--- config.mk ---
export PLATFORM = sky130hd
export DESIGN_NAME = spi_reg_file
export DESIGN_NICKNAME = d
export VERILOG_FILES = /design/src/rtl/spi_reg_file.sv
export SDC_FILE = /design/constraint.sdc
export NUM_CORES = 1
export LEC_CHECK = 0
export CAP_MARGIN = 20
export CORE_MARGIN = 2
export CORE_UTILIZATION = 35
export DETAILED_ROUTE_END_ITERATION = 6
export MAX_ROUTING_LAYER = met4
export PLACE_DENSITY = 0.66
export REMOVE_ABC_BUFFERS = 1
export SETUP_SLACK_MARGIN = 0.02
export SLEW_MARGIN = 30
export SYNTH_ARGS = -nofsm -noshare
export SYNTH_HDL_FRONTEND = slang
export SYNTH_SLANG_ARGS = --single-unit
--- constraint.sdc ---
create_clock -name clk_core -period 1.8 [get_ports clk_core]
set_clock_uncertainty 0.05 [all_clocks]
set_input_delay 0.27 -clock clk_core [delete_from_list [all_inputs] [get_ports clk_core]]
set_output_delay 0.27 -clock clk_core [all_outputs]
set_load 0.01 [all_outputs]
--- src/rtl/spi_reg_file.sv ---
// spi_reg_file: register-access layer downstream of spi_slave, on clk_core.
// Frame: byte0 = {rw, addr[6:0]} (rw=1 write, rw=0 read), then data bytes.
// Ports:
//   clk_core          system clock
//   reset_n           asynchronous active-low reset
//   transaction_begin 1-cycle pulse when SS asserts; starts a new frame
//   rx_byte_available level from spi_slave; rising edge marks a new rx_byte
//   rx_byte           received byte, stable while rx_byte_available=1
//   tx_byte           next byte for spi_slave to shift out
//   bootloader_force  reg 0x01 bit0
//   scratch           reg 0x02 contents
// Optional feature: define SPI_REG_BURST_EN to auto-increment addr on each data byte.
// Without it, addr is held for the whole frame.
module spi_reg_file #(
  parameter logic [7:0] FPGA_VER    = 8'hC2,
  parameter logic [7:0] SCRATCH_RST = 8'h00
) (
  input  logic       clk_core,
  input  logic       reset_n,
  input  logic       transaction_begin,
  input  logic       rx_byte_available,
  input  logic [7:0] rx_byte,
  output logic [7:0] tx_byte,
  output logic       bootloader_force,
  output logic [7:0] scratch
);

  typedef enum logic [1:0] {StIdle, StAddr, StData} state_e;

  state_e     state_q, state_d;
  logic [1:0] hist_q;
  logic [7:0] tx_q, tx_d;
  logic       rw_q, rw_d;
  logic [6:0] addr_q, addr_d;
  logic       boot_q, boot_d;
  logic [7:0] scratch_q, scratch_d;
  logic [7:0] err_q, err_d;
  logic [7:0] txn_q, txn_d;

  logic       rx_edge;
  logic [6:0] addr_next;
  logic [6:0] rd_addr;
  logic [7:0] rd_data;

  // hist_q[0] is the newest sample of rx_byte_available.
  assign rx_edge = (hist_q == 2'b01);

`ifdef SPI_REG_BURST_EN
  assign addr_next = addr_q + 7'd1;
`else
  assign addr_next = addr_q;
`endif

  // In ADDR the read address comes straight from the incoming byte; in DATA it is
  // the address the current byte moves us to.
  assign rd_addr = (state_q == StAddr) ? rx_byte[6:0] : addr_next;

  always_comb begin
    rd_data = 8'h00;
    case (rd_addr)
      7'h00:   rd_data = FPGA_VER;
      7'h01:   rd_data = {7'b0, boot_q};
      7'h02:   rd_data = scratch_q;
      7'h03:   rd_data = err_q;
      7'h04:   rd_data = txn_q;
      default: rd_data = 8'h00;
    endcase
  end

  always_comb begin
    state_d   = state_q;
    tx_d      = tx_q;
    rw_d      = rw_q;
    addr_d    = addr_q;
    boot_d    = boot_q;
    scratch_d = scratch_q;
    err_d     = err_q;
    txn_d     = txn_q;
    // A new frame overrides any byte arriving in the same cycle.
    if (transaction_begin) begin
      state_d = StAddr;
      tx_d    = 8'h00;
      txn_d   = txn_q + 8'd1;
    end else if (rx_edge) begin
      unique case (state_q)
        StAddr: begin
          rw_d    = rx_byte[7];
          addr_d  = rx_byte[6:0];
          state_d = StData;
          if (!rx_byte[7]) tx_d = rd_data;
        end
        StData: begin
          if (rw_q) begin
            case (addr_q)
              7'h01:   boot_d    = rx_byte[0];
              7'h02:   scratch_d = rx_byte;
              default: if (err_q != 8'hFF) err_d = err_q + 8'd1;
            endcase
          end else begin
            tx_d = rd_data;
          end
          addr_d = addr_next;
        end
        default: ;
      endcase
    end
  end

  always_ff @(posedge clk_core or negedge reset_n) begin
    if (!reset_n) begin
      state_q   <= StIdle;
      hist_q    <= 2'b00;
      tx_q      <= 8'h00;
      rw_q      <= 1'b0;
      addr_q    <= 7'h00;
      boot_q    <= 1'b0;
      scratch_q <= SCRATCH_RST;
      err_q     <= 8'h00;
      txn_q     <= 8'h00;
    end else begin
      state_q   <= state_d;
      hist_q    <= {hist_q[0], rx_byte_available};
      tx_q      <= tx_d;
      rw_q      <= rw_d;
      addr_q    <= addr_d;
      boot_q    <= boot_d;
      scratch_q <= scratch_d;
      err_q     <= err_d;
      txn_q     <= txn_d;
    end
  end

  assign tx_byte          = tx_q;
  assign bootloader_force = boot_q;
  assign scratch          = scratch_q;

endmodule

Word-level counts from Yosys, hierarchy flattened --
Cells that the tools add are included.
Operators by class: muxes and demuxes 10, equality and inequality tests 12, bitwise operators 2, add/subtract/negate cells 2, reductions and logical operators 12
Operators with widths (number):
- $pmux 8 s5 | 1
- $mux 8 | 4
- $eq 7x2->1 const B | 3
- $add 8x1->8 const B | 2
- $pmux 8 s2 | 1
- $eq 7x1->1 const B | 2
- $reduce_and 5->1 | 2
- $ne 8x8->1 const B | 1
- $eq 7x3->1 const B | 1
- $logic_not 7->1 | 1
- $mux 7 | 1
- $mux 2 | 3
- $ne 3x3->1 const B | 2
- $reduce_and 6->1 | 1
- $eq 2x1->1 const B | 2
- $reduce_and 2->1 | 2
- $reduce_and 4->1 | 1
- $reduce_bool 2->1 | 2
- $reduce_and 3->1 | 1
- $reduce_bool 3->1 | 1
- $eq 2x2->1 const B | 1
- $not 1->1 | 2
- $reduce_or 2->1 | 1
Storage, ports and cells: output and inout bits 17, bits in registers 45, logic and storage cells 47, input bits 12

Depth between registers and ports, before layout --
depth after elaboration 8, gate-level depth with buffers 7, depth with buffers taken out 6

Least setup slack after synthesis --
OpenSTA, ideal clock, no wires.
kind register to register, from register addr_q[6] (netlist: addr_next[6]), to register scratch_q[0] (netlist: scratch[0]), data arrival time 1827 ps, library setup time 125 ps, required time 1625 ps, stages on the path, launching flop included 5, path buffers 1, setup slack -202 ps, path through dfrtp_1 -> or4_4 -> or4_4 -> buf_6 -> mux2_4
Between the ends: longest elaborated chain between the ends 2
Ends and longest elaborated chain:
- start, declared | line 34 | logic [6:0] addr_q, addr_d;
- start signal, assigned | line 125 | addr_q <= addr_d;
- $eq 7x2->1 | line 94 | case (addr_q)
- $reduce_and 5->1 (no source line)
- end signal, assigned | line 127 | scratch_q <= scratch_d;
- end, declared | line 36 | logic [7:0] scratch_q, scratch_d;
Every way passes these cells. A chain may end at the register's enable or synchronous reset.

Final worst setup path --
from register addr_q[3] (netlist: addr_next[3]), to register err_q[5]
Between the ends: longest elaborated chain between the ends 4, elaborated cells on any way between the ends 5
Ends and longest elaborated chain:
- $eq 7x2->1 / $eq 7x1->1 (equally long branches) | line 94
- $reduce_or 2->1 (no source line) *
- $not 1->1 (no source line) *
- $reduce_and 6->1 (no source line) *
- end signal, assigned | line 128 | err_q <= err_d;
- end, declared | line 37 | logic [7:0] err_q, err_d;
Mark *: on every way between the ends. The rest lies on a longest branch, timed or not.

==> impl_metrics.env <==
export IMPL_dp_slack_ps=-525.8
export IMPL_wire_per_inst_um=15.23
export IMPL_portBuffers=28
export IMPL_synth_xor_xnor_area_share_pct=6.045
export IMPL_critical_path_class="register to register"
export IMPL_grt_setup_unrepaired="true"
export IMPL_hold_depth=0
export IMPL_synth_mux_area_share_pct=9.960
export IMPL_grt_pass1_vias=1590
export IMPL_grt_pass1_wl_um=8107
export IMPL_cp_max_fo=5
export IMPL_yosys_area_share_adder_pct=1.151
export IMPL_combPwrFrac_pct=20.9
export IMPL_hold_class="register to register"
export IMPL_synth_top_family_by_area="simple AND/OR/NAND/NOR gates"
export IMPL_die_h_um=82.80
export IMPL_r2r_cells=7
export IMPL_internal_power_mw=1.900
export IMPL_violations="negative setup slack"
export IMPL_synth_main_ff_cell="dfrtp_1"
export IMPL_yosys_area_share_simple_pct=15.89
export IMPL_num_io_pins=29
export IMPL_drt_wl_total_um=4996
export IMPL_min_from="hist_q[0]"
export IMPL_root_buffer="clkbuf_8"
export IMPL_drtIter0Drc=71
export IMPL_start_util_pct=36.49
export IMPL_drive_above_1_share_pct=36.76
export IMPL_synth_compound_area_share_pct=11.57
export IMPL_yosys_area_top_type="dfrtp_1"
export IMPL_n_antenna_cell=0
export IMPL_cts_htree_levels=2
export IMPL_nNetsFinal=266
export IMPL_syn_inst=188
export IMPL_layout_worst_path_cycle_share_pct=109.4
export IMPL_yosys_warnings=0
export IMPL_syn2layout_area_growth_pct=42.49
export IMPL_status="finished with violations"
export IMPL_grt_use_total_pct=14.95
export IMPL_core_um2=5956
export IMPL_grt_max_degree=28
export IMPL_synth_area_um2=2173
export IMPL_synth_top_area_share_pct=51.81
export IMPL_hold_end="hist_q[1]"
export IMPL_worst_slew_pin_slew_ps=479.8
export IMPL_post_dp_hpwl_um=3631
export IMPL_ir_drop_mv=0.4939
export IMPL_final_core_util_pct=52.00
export IMPL_clkSinkCount=45
export IMPL_clk_latency_ps=300
export IMPL_cts_buffers=5
export IMPL_timing_rr_end="err_q[5]"
export IMPL_power_density_nw_per_um2=857.9
export IMPL_antenna_found_initial=0
export IMPL_required_ps=1930
export IMPL_path_clk_slew_ps=80
export IMPL_clockPowerShare_pct=29.6
export IMPL_critPathCaptureType="register"
export IMPL_maxCapViolCount=0
export IMPL_setup_viol=24
export IMPL_die_x_um=82.80
export IMPL_synthArstFlopShare_pct=100.0
export IMPL_dr_pass1_iters=4
export IMPL_max_clock_freq_mhz=507.9
export IMPL_slew_violations=0
export IMPL_seqPwrFrac_pct=49.5
export IMPL_grt_overflow=0
export IMPL_r2r_start="addr_next[3]"
export IMPL_dieArea_um2=6856
export IMPL_synth_area_leaders="dfrtp_1, mux2_4, mux2_2, xnor2_1, a221o_1"
export IMPL_synth_edff_count=0
export IMPL_fin_crit_ps=1969
export IMPL_slew_headroom_pct=67.77
export IMPL_synth_seq_cells=45
export IMPL_hold_viol=0
export IMPL_drc=0
export IMPL_ant_nets=0
export IMPL_synth_seq_area_share_pct=51.81
export IMPL_routabilityCongestion=0.8489
export IMPL_swShare_pct=28.49
export IMPL_cts_tree="yes"
export IMPL_timing_final_ws_setup_ps=-168.8
export IMPL_vias=1654
export IMPL_worst_setup_path_start_kind="register"
export IMPL_p_leak_nw=1.336
export IMPL_yosysUniqueCellTypes=38
export IMPL_reg2reg_slack_ps=-170
export IMPL_syn_avg_cell_area_um2=11.56
export IMPL_num_rows=28
export IMPL_vias_per_cell=5.043
export IMPL_clk_path_buf_depth=2
export IMPL_crit_arrival_ps=2100
export IMPL_p_sw_uw=756.8
export IMPL_whs_ps=365.8
-- sequential cells by signal, indices dropped and copies added (netlist names) --
name,count
tx_byte,8
txn_q,8
state_q,2
addr_next,7
scratch,8
err_q,8
rw_q,1
bootloader_force,1
hist_q,2
-- worst max path at each step --
stage / from / endpoint / cells after the start
2_1_floorplan: addr_next[6] / scratch[0] / 3
3_3_place_gp: transaction_begin / scratch[6] / 5
3_5_place_dp: transaction_begin / scratch[0] / 5
4_1_cts: addr_next[3] / tx_byte[0] / 7
5_1_grt: addr_next[3] / err_q[5] / 7
6_report: addr_next[3] / err_q[5] / 7
-- synthesized netlist by cell type, types with 3 or more instances --
cell / n
dfrtp_1: 45
nand2_1: 15
nor2_1: 11
xnor2_1: 10
mux2_2: 9
nor3_1: 9
a221o_1: 8
inv_1: 7
mux2_4: 7
a21oi_1: 5
a22oi_1: 5
clkbuf_1: 5
o21ai_0: 5
xor2_1: 5
nand2b_1: 4
a211oi_1: 3
a221oi_1: 3
nand3_1: 3
nand4_1: 3
nor3b_1: 3
-- timing repair --
action,4_1_cts,5_1_grt
gates cloned,1,0
setup endpoints to repair,25,35
endpoints found under the hold margin,18,0
buffers inserted,0,5
gates resized for setup,14,29
hold buffers,1,0
pin swaps,6,21
-- cell type report --
class | instances | area [µm²]
inverters | 7 | 26.28
repair buffers | 65 | 578.1
fillers | 537 | 2859
well taps | 75 | 93.84
clock inverters | 1 | 30.03
multi-input cells | 128 | 1156
clock buffers | 7 | 86.33
flip-flops and latches | 45 | 1126
-- cells by family after synthesis --
| group | Yosys count |
|---|---|
| xor gates and xnor gates | 15 |
| AOI/OAI and AO/OA | 34 |
| muxes | 17 |
| buffers and inverters | 16 |
| DFF | 45 |
| adders and majority gates | 2 |
| and+or+nand+nor | 59 |
-- routing by layer --
metal | GRT usage, % | part of all wire, % | wire [µm]
met5 | - | 0 | 0
met4 | 3.875 | 0.96 | 48
met3 | 3.678 | 2.6 | 132
met2 | 22.07 | 48 | 2391
met1 | 20.76 | 49 | 2424
-- power groups by stage --
| stage | combinational (mW) | sequential, mW | clock [mW] |
|---|---|---|---|
| floorplan | 0.273 | 1.29 | 0 |
| global placement | 0.464 | 1.31 | 0 |
| detailed placement | 0.475 | 1.32 | 0 |
| CTS | 0.495 | 1.30 | 0.803 |
| finish | 0.554 | 1.32 | 0.787 |
| global route | 0.607 | 1.33 | 0.849 |
-- stage by stage --
stage / power [mW] / instances / setup TNS [ps] / cell area, µm²
2_1_floorplan: 1.560 / 179 / -1281 / 2122
3_3_place_gp: 1.779 / 314 / -10560 / 2744
3_5_place_dp: 1.795 / 314 / -10850 / 2744
4_1_cts: 2.603 / 324 / -2424 / 2929
5_1_grt: 2.789 / 328 / -4232 / 3097
6_report: 2.657 / 328 / -2842 / 3097
-- placed cells by master, fill, tap and decap left out, types with 2 or more instances in the layout --
master,netlist,routed
nand2_2,0,3
o211ai_1,2,2
nor3_1,9,4
a221o_1,8,8
xnor2_2,0,2
nand2_1,15,12
clkbuf_8,0,6
clkdlybuf4s50_1,0,26
a21oi_1,5,5
a22oi_1,5,2
a221oi_2,0,2
nor2_4,0,8
nand2b_1,4,4
mux2_4,7,7
xor2_1,5,5
buf_4,0,32
ha_1,2,2
o21ai_0,5,5
nand3_1,3,3
buf_6,2,3
a22oi_2,0,3
mux2_2,9,9
nor3_4,0,2
nand4_1,3,3
nor3b_1,3,2
a211oi_1,3,3
nor3_2,0,3
nor2_1,11,3
dfrtp_1,45,45
xnor2_1,10,8
or4_4,2,3
inv_1,7,7
-- critical path, cell delays in order (launching register included) --
cell and delay, ps:
dfrtp_1 380, or4_4 560, buf_6 150, buf_4 130, nor3_4 130, or3_4 230
nor3_2 60, xor2_1 150
No activity file was read; power rests on OpenSTA's default activity.
